`src/rtl/rv_mem_arbiter.sv`:
```
// rtl/rv_mem_arbiter.sv - fetch/load/store arbiter for a single-port SRAM with misaligned fetch split.
// Optional RV_MEM_ARB_MISALIGN_CHK_EN adds the c_misalign output and suppresses misaligned writes.
module rv_mem_arbiter #(
  parameter int ADDR_W     = 14,
  parameter int STARVE_MAX = 4
) (
  input  logic              clk,
  input  logic              c_arst,
  input  logic [31:0]       pc,
  input  logic              c_ifetch,
  output logic              c_if_gnt,
  output logic [31:0]       instr,
  output logic              c_instr_valid,
  input  logic [31:0]       dmem_load_addr,
  input  logic              c_dmem_load,
  output logic              c_ld_gnt,
  output logic [31:0]       dmem_load_data,
  output logic              c_load_valid,
  input  logic [31:0]       dmem_store_addr,
  input  logic [31:0]       dmem_store_data,
  input  logic [1:0]        dmem_store_width,
  input  logic              c_dmem_store,
  output logic              c_st_gnt,
  output logic [ADDR_W-1:0] ram_addr,
  output logic              c_ram_en,
  output logic              ram_we,
  output logic [3:0]        ram_be,
  output logic [31:0]       ram_wdata,
  input  logic [31:0]       ram_rdata
`ifdef RV_MEM_ARB_MISALIGN_CHK_EN
  ,
  output logic              c_misalign
`endif
);

  typedef enum logic [1:0] {IDLE, RD_WAIT, FETCH_HI} state_e;
  localparam int SW = $clog2(STARVE_MAX + 1);

  state_e            state_q, state_d;
  logic [SW-1:0]     starve_q, starve_d;
  logic              rd_fetch_q, rd_fetch_d;
  logic              rd_mis_q, rd_mis_d;
  logic [ADDR_W-1:0] word_q, word_d;
  logic [15:0]       lo_q, lo_d;

  logic              fetch_resp, fetch_cont, fetch_block;
  logic [3:0]        st_be;
  logic [31:0]       st_wdata;
  logic              unused_bits;

  assign unused_bits = ^{pc[31:ADDR_W+2], pc[0], dmem_load_addr[31:ADDR_W+2],
                         dmem_load_addr[1:0], dmem_store_addr[31:ADDR_W+2]};

`ifdef RV_MEM_ARB_MISALIGN_CHK_EN
  logic st_mis, ld_mis, misalign_q;
  // Loads carry no width of their own; they share the LSU width signal with stores.
  assign st_mis = (dmem_store_width == 2'd1 && dmem_store_addr[0]) ||
                  (dmem_store_width == 2'd2 && dmem_store_addr[1:0] != 2'b00);
  assign ld_mis = (dmem_store_width == 2'd1 && dmem_load_addr[0]) ||
                  (dmem_store_width == 2'd2 && dmem_load_addr[1:0] != 2'b00);
  assign c_misalign = misalign_q;

  always_ff @(posedge clk) begin
    if (c_arst) misalign_q <= 1'b0;
    else        misalign_q <= (c_st_gnt && st_mis) || (c_ld_gnt && ld_mis);
  end
`endif

  always_comb begin
    st_be    = 4'b0000;
    st_wdata = dmem_store_data;
    case (dmem_store_width)
      2'd0: begin
        st_be    = 4'b0001 << dmem_store_addr[1:0];
        st_wdata = {4{dmem_store_data[7:0]}};
      end
      2'd1: begin
        st_be    = 4'b0011 << {dmem_store_addr[1], 1'b0};
        st_wdata = {2{dmem_store_data[15:0]}};
      end
      2'd2:    st_be = 4'b1111;
      default: st_be = 4'b0000;
    endcase
`ifdef RV_MEM_ARB_MISALIGN_CHK_EN
    if (st_mis) st_be = 4'b0000;
`endif
  end

  assign fetch_resp  = (state_q == RD_WAIT) && rd_fetch_q;
  // Upper halfword of a misaligned fetch is the start of a 32-bit instruction.
  assign fetch_cont  = fetch_resp && rd_mis_q && (ram_rdata[17:16] == 2'b11);
  assign fetch_block = fetch_resp || (state_q == FETCH_HI);

  always_comb begin
    state_d        = IDLE;
    starve_d       = starve_q;
    rd_fetch_d     = rd_fetch_q;
    rd_mis_d       = rd_mis_q;
    word_d         = word_q;
    lo_d           = lo_q;
    c_if_gnt       = 1'b0;
    c_ld_gnt       = 1'b0;
    c_st_gnt       = 1'b0;
    c_instr_valid  = 1'b0;
    instr          = 32'h0;
    c_load_valid   = 1'b0;
    dmem_load_data = 32'h0;
    c_ram_en       = 1'b0;
    ram_we         = 1'b0;
    ram_be         = 4'b0000;
    ram_wdata      = 32'h0;
    ram_addr       = '0;

    if (!c_arst) begin
      if (state_q == RD_WAIT) begin
        if (!rd_fetch_q) begin
          c_load_valid   = 1'b1;
          dmem_load_data = ram_rdata;
        end else if (!rd_mis_q) begin
          c_instr_valid = 1'b1;
          instr         = ram_rdata;
        end else if (!fetch_cont) begin
          c_instr_valid = 1'b1;
          instr         = {16'h0, ram_rdata[31:16]};
        end
      end else if (state_q == FETCH_HI) begin
        c_instr_valid = 1'b1;
        instr         = {ram_rdata[15:0], lo_q};
      end

      if (fetch_cont) begin
        c_ram_en = 1'b1;
        ram_addr = word_q + ADDR_W'(1);
        lo_d     = ram_rdata[31:16];
        state_d  = FETCH_HI;
      end else if (c_ifetch && !fetch_block && starve_q == SW'(STARVE_MAX)) begin
        c_if_gnt = 1'b1;
      end else if (c_dmem_store) begin
        c_st_gnt = 1'b1;
      end else if (c_dmem_load) begin
        c_ld_gnt = 1'b1;
      end else if (c_ifetch && !fetch_block) begin
        c_if_gnt = 1'b1;
      end

      if (c_if_gnt) begin
        c_ram_en   = 1'b1;
        ram_addr   = pc[ADDR_W+1:2];
        word_d     = pc[ADDR_W+1:2];
        rd_fetch_d = 1'b1;
        rd_mis_d   = pc[1];
        state_d    = RD_WAIT;
      end else if (c_ld_gnt) begin
        c_ram_en   = 1'b1;
        ram_addr   = dmem_load_addr[ADDR_W+1:2];
        rd_fetch_d = 1'b0;
        rd_mis_d   = 1'b0;
        state_d    = RD_WAIT;
      end else if (c_st_gnt) begin
        c_ram_en  = 1'b1;
        ram_we    = 1'b1;
        ram_addr  = dmem_store_addr[ADDR_W+1:2];
        ram_be    = st_be;
        ram_wdata = st_wdata;
      end

      if (c_if_gnt)                                       starve_d = '0;
      else if (c_ifetch && starve_q != SW'(STARVE_MAX))   starve_d = starve_q + SW'(1);
    end
  end

  always_ff @(posedge clk) begin
    if (c_arst) begin
      state_q    <= IDLE;
      starve_q   <= '0;
      rd_fetch_q <= 1'b0;
      rd_mis_q   <= 1'b0;
      word_q     <= '0;
      lo_q       <= 16'h0;
    end else begin
      state_q    <= state_d;
      starve_q   <= starve_d;
      rd_fetch_q <= rd_fetch_d;
      rd_mis_q   <= rd_mis_d;
      word_q     <= word_d;
      lo_q       <= lo_d;
    end
  end

endmodule

```
`config.mk`:
```
export PLATFORM = sky130hd
export DESIGN_NAME = rv_mem_arbiter
export DESIGN_NICKNAME = d
export VERILOG_FILES = /design/src/rtl/rv_mem_arbiter.sv
export SDC_FILE = /design/constraint.sdc
export NUM_CORES = 1
export LEC_CHECK = 0
export ABC_AREA = 1
export ABC_CLOCK_PERIOD_IN_PS = 3820
export CAP_MARGIN = 10
export CORE_ASPECT_RATIO = 2
export CORE_MARGIN = 8
export CORE_UTILIZATION = 36
export CTS_BUF_LIST = sky130_fd_sc_hd__clkbuf_2
export DETAILED_ROUTE_END_ITERATION = 10
export PLACE_DENSITY = 0.86
export SLEW_MARGIN = 20
export SYNTH_ARGS = -nofsm -noshare
export SYNTH_HDL_FRONTEND = slang
export SYNTH_SLANG_ARGS = --single-unit
```
`constraint.sdc`:
```
create_clock -name clk -period 3.82 [get_ports clk]
set_clock_uncertainty 0.15 [all_clocks]
set_input_delay 0.764 -clock clk [delete_from_list [all_inputs] [get_ports clk]]
set_output_delay 0.764 -clock clk [all_outputs]
set_load 0.01 [all_outputs]
```
# --- After elaboration in Yosys (flattened, before gate mapping) ---
# Cells that the tools add are included.
op_classes:
  div: 0
  reduce_logical: 12
  bitwise: 0
  n_addsub: 2
  mux: 66
  shifts: 2
  mul: 0
  n_eq_ne: 7
  order_cmp: 0
ops:
  columns: ["op", "count"]
  rows:
  - ["32-bit 2-to-1 mux", 12]
  - ["14-bit 2-to-1 mux", 5]
  - ["32-bit case mux with 2 select lines", 1]
  - ["1-bit 2-to-1 mux", 41]
  - ["16-bit 2-to-1 mux", 1]
  - ["4-bit 2-to-1 mux", 4]
  - ["14-bit by 1-bit adder with 14-bit output, second input constant", 1]
  - ["4-bit case mux with 3 select lines", 1]
  - ["2-bit equality test, second input constant", 3]
  - ["1-bit logical AND", 6]
  - ["2-bit by 1-bit equality test with 1-bit output, second input constant", 2]
  - ["1-bit by 2-bit << shifter with 4-bit output, first input constant", 1]
  - ["2-bit by 2-bit << shifter with 4-bit output, first input constant", 1]
  - ["3-bit by 1-bit adder with 3-bit output, second input constant", 1]
  - ["3-bit equality test, second input constant", 1]
  - ["3-bit inequality test, second input constant", 1]
  - ["3-bit OR reduction", 1]
  - ["2-bit zero test", 1]
  - ["2-bit 2-to-1 mux", 1]
  - ["2-bit nonzero test", 1]
  - ["2-bit OR reduction", 1]
  - ["1-bit zero test", 1]
  - ["1-bit logical OR", 1]
word_totals:
  out_inout_bits: 121
  wordCells: 96
  memories: 0
  latch_bits: 0
  ram_bits: 0
  romBits: 0
  ff_bits: 37
  input_bits: 167

# --- Longest topological paths before layout ---
# Gate-level depths: netlist of run 1.
logic_depth:
  ltp_word: 13
  depth_mapped: 11
  depth_no_buf: 11

# --- Worst setup path after synthesis of run 1 ---
# No wires, ideal clock.
synth_path:
  path_kind: "input to output"
  start: "input port dmem_store_width[1]"
  end: "output port ram_wdata[10]"
  t_required_ps: 2906
  slack_ps: 1137
  t_arrival_ps: 1769
  path_stages: 5
  path_buffers: 1
  cell_sequence: "clkbuf_1 > inv_1 > nand2_1 > o22ai_1 > nor4_1"
synth_via:
  elab_chain_len: 6
  word_cells_on_any_way: 7
  cone_classes: "1 x eq/ne; 5 x mux; 1 x reduce/logical"
synth_lines:
  columns: ["item", "line", "text"]
  rows:
  - ["from (decl)", "21", "input logic [1:0] dmem_store_width,"]
  - ["2-bit by 1-bit equality test with 1-bit output / 2-bit zero test (equally long branches)", "72", "case (dmem_store_width)"]
  - ["32-bit case mux with 2 select lines (*)", "72", null]
  - ["32-bit 2-to-1 mux (*)", "159", "end else if (c_st_gnt) begin"]
  - ["32-bit 2-to-1 mux (*)", "153", "end else if (c_ld_gnt) begin"]
  - ["32-bit 2-to-1 mux (*)", "146", "if (c_if_gnt) begin"]
  - ["32-bit 2-to-1 mux (*)", "114", "if (!c_arst) begin"]
  - ["to (decl)", "28", "output logic [31:0] ram_wdata,"]
# Mark *: on every way between the ends. The rest lies on a longest branch, timed or not.

# --- Worst setup path after layout of run 1 ---
layout_path:
  start: "input port dmem_store_width[0]"
  end: "output port ram_wdata[9]"
# The elaborated chain is that of the path after synthesis.

==> impl_metrics.tcl, run 1 <==
set metrics [dict create \
    portBuffers 236 \
    status "finished clean" \
    route.detailed.wl_per_inst_um 17.2 \
    syn_inst 626 \
    grt-ovfl-total 0 \
    finalCritPeriodShare_pct 97.0 \
    hold_ws_ns 0.346 \
    rsz0062_at_grt "no" \
    grt_usage_pct 24.9 \
    cap_violations 0 \
    r2r-start "starve_q[0]" \
    cts_tree "done" \
    critPathKind "in -> out" \
    die_w_um 84.9 \
    hold_class "reg -> reg" \
    synth_area_mm2 0.00342 \
    synth_top_area_share_pct 21.7 \
    synth-seq-cells 37 \
    vdd_drop_max_mv 0.186 \
    synthXorXnorAreaFrac_pct 0.513 \
    fin_util_pct 65.3 \
    drive_gt1_share_pct 6.71 \
    yosys.area_share.simple_pct 42.1 \
    htree_levels 2 \
    num_rows 50 \
    avgSynthCellArea_um2 5.46 \
    area_growth_pct 78.0 \
    synthFlopType "dfxtp_1" \
    core_area_mm2 0.00932 \
    num_vias 5014 \
    cp.required_ns 2.91 \
    cts-hold-fix-buffers 0 \
    synth_compound_area_share_pct 20.2 \
    drc_errors 0 \
    crit_fanout 7 \
    ctsResizeCount 0 \
    r2r_slack_ns 1.90 \
    r2r_cells 11 \
    ys_types 31 \
    final-setup-viol-count 0 \
    nNetsFinal 1034 \
    cp-end-kind "output pin" \
    grt_pass1_vias 4863 \
    synth_top_cell_by_area "dfxtp_1" \
    drt_iter0_markers 234 \
    power_density_mw_per_mm2 177 \
    final_common_cell "clkdlybuf4s50_1" \
    ys_warn_count 0 \
    hold_viol 0 \
    slew_violations 0 \
    clock-sinks 37 \
    post-dp-hpwl_um 13900 \
    cp-endpoint "ram_wdata[9]" \
    fin_cells 970 \
    worst_setup_path_start_kind "input pin" \
    worst_pin_slew_ns 0.616 \
    worst_ep_arrival_time_ns 2.79 \
    cp-startpoint "dmem_store_width[0]" \
    synth_top_family_by_area "simple AND/OR/NAND/NOR gates" \
    cts_buffers 5 \
    synth_edf_count 0 \
    reg2reg_to "word_q[12]" \
    fin_crit_ns 3.70 \
    synth_fa_ha_area_share_pct 1.10 \
    place_congestion 0.947 \
    design_area_mm2 0.00608 \
    muxShareOfSynthArea_pct 0 \
    max_freq_mhz 270 \
    synthArstFlopShare_pct 0 \
    fp.dieH_um 154 \
    placed_cells 961 \
    die_area_mm2 0.0131 \
    placed_area_mm2 0.00600 \
    worst_skew_pair.late_latency_ns 0.42 \
    avgViaCountPerCell 5.17 \
    start_util_pct 36.7 \
    synthTopCellsByArea "dfxtp_1 (22%), nor2_1 (15%), nand2_1 (14%), inv_1 (8.9%), o21ai_0 (6.4%)" \
    ios 288 \
    grt_pass1_wl_um 25700 \
    antenna_left 0 \
    path_clk_slew_ns 0.19 \
    grt_antenna_before_repair 1 \
    grt_max_degree 34 \
    finalSetupTns_ns 0 \
    dr.pass1.iters 5 \
    p_leak_nw 2.61 \
    layout_common_cells "clkdlybuf4s50_1 (235), nor2_1 (139), nand2_1 (125)" \
    synth-seq-area-share_pct 21.7 \
    relSlewSlack_pct 58.9 \
    cts_root_buf "clkbuf_2" \
    drt-total-wl_um 16700 \
    post_cts_buffers 0 \
    clk_path_buf_depth 2 \
    syn-num-nets 796 \
]
[worst min-delay path by stage]
stage	start	to	slack [ns]	depth (start not counted)
6_report	lo_q[0]	lo_q[0]	0.35	2
4_1_cts	lo_q[0]	lo_q[0]	0.35	2
3_5_place_dp	lo_q[0]	lo_q[0]	0.31	2
2_1_floorplan	lo_q[0]	lo_q[0]	0.29	2
3_3_place_gp	lo_q[0]	lo_q[0]	0.30	2
5_1_grt	lo_q[0]	lo_q[0]	0.37	2
[cell usage after synthesis, types with 6 or more instances]
cell / instances
nor2_1: 140
nand2_1: 125
inv_1: 81
o21ai_0: 44
nand3_1: 43
dfxtp_1: 37
a21oi_1: 29
clkbuf_1: 20
a22oi_1: 18
a31oi_1: 17
buf_2: 13
nand4_1: 12
o22ai_1: 8
nor4_1: 6
[layout make-up]
type / count / area (um2)
Antenna cell: 1 / 2.50
Clock buffer: 5 / 25.0
Clock inverter: 3 / 41.3
Fill cell: 879 / 3240
Inverter: 84 / 317
Multi-Input combinational cell: 468 / 2200
Sequential cell: 37 / 741
Tap cell: 104 / 130
Timing Repair Buffer: 268 / 2630
[per-layer routing]
layer | vias to the layer above | share of wire (%) | GRT usage, %
met1 | 2256 | 33 | 22.9
met2 | 219 | 55 | 48.7
li1 | 2498 | - | -
met3 | 41 | 7.4 | 5.50
met5 | - | 0 | 0
met4 | 0 | 4.2 | 12.8
[flip-flops by register name, indices dropped and copies added (netlist names)]
| register | count |
|---|---|
| lo_q | 16 |
| starve_q | 3 |
| rd_fetch_q | 1 |
| rd_mis_q | 1 |
| word_q | 14 |
| state_q | 2 |
[where the power goes]
part | switching (mW) | leakage [nW] | internal, mW
clock network | 0.143 | 0.0366 | 0.108
registers | 0.00840 | 0.300 | 0.395
logic | 0.189 | 2.27 | 0.231
total | 0.340 | 2.61 | 0.734
[critical path: stages]
cell,delay [ns]
clkdlybuf4s50_1,0.62
nor2_1,0.10
inv_1,0.23
o22ai_1,0.15
nor4_2,0.23
buf_4,0.15
clkdlybuf4s50_1,0.53
[per-stage QoR]
| stage | power, mW | setup WS (ns) |
|---|---|---|
| floorplan | 0.562 | 1.14 |
| global placement | 0.826 | 0.0978 |
| detailed placement | 0.829 | 0.0980 |
| CTS | 1.09 | 0.0838 |
| global route | 1.13 | 0.00125 |
| finish | 1.07 | 0.116 |
[kinds of logic after synthesis]
family / after synthesis
adder cells (fa/ha/maj): 3
AO/OA/AOI/OAI: 122
AND/OR/NAND/NOR: 341
XOR/XNOR: 2
buffers and inverters: 121
flip-flops: 37
No activity file was read; power rests on OpenSTA's default activity.
==> run 2, diff against run 1 <==
--- a/config.mk
+++ b/config.mk
@@ -14,7 +14,6 @@
 export CTS_BUF_LIST = sky130_fd_sc_hd__clkbuf_2
 export DETAILED_ROUTE_END_ITERATION = 10
 export PLACE_DENSITY = 0.86
-export SLEW_MARGIN = 20
 export SYNTH_ARGS = -nofsm -noshare
 export SYNTH_HDL_FRONTEND = slang
 export SYNTH_SLANG_ARGS = --single-unit
==> results of run 2 <==
Final layout, timing and power as in run 1 (identical DEF).
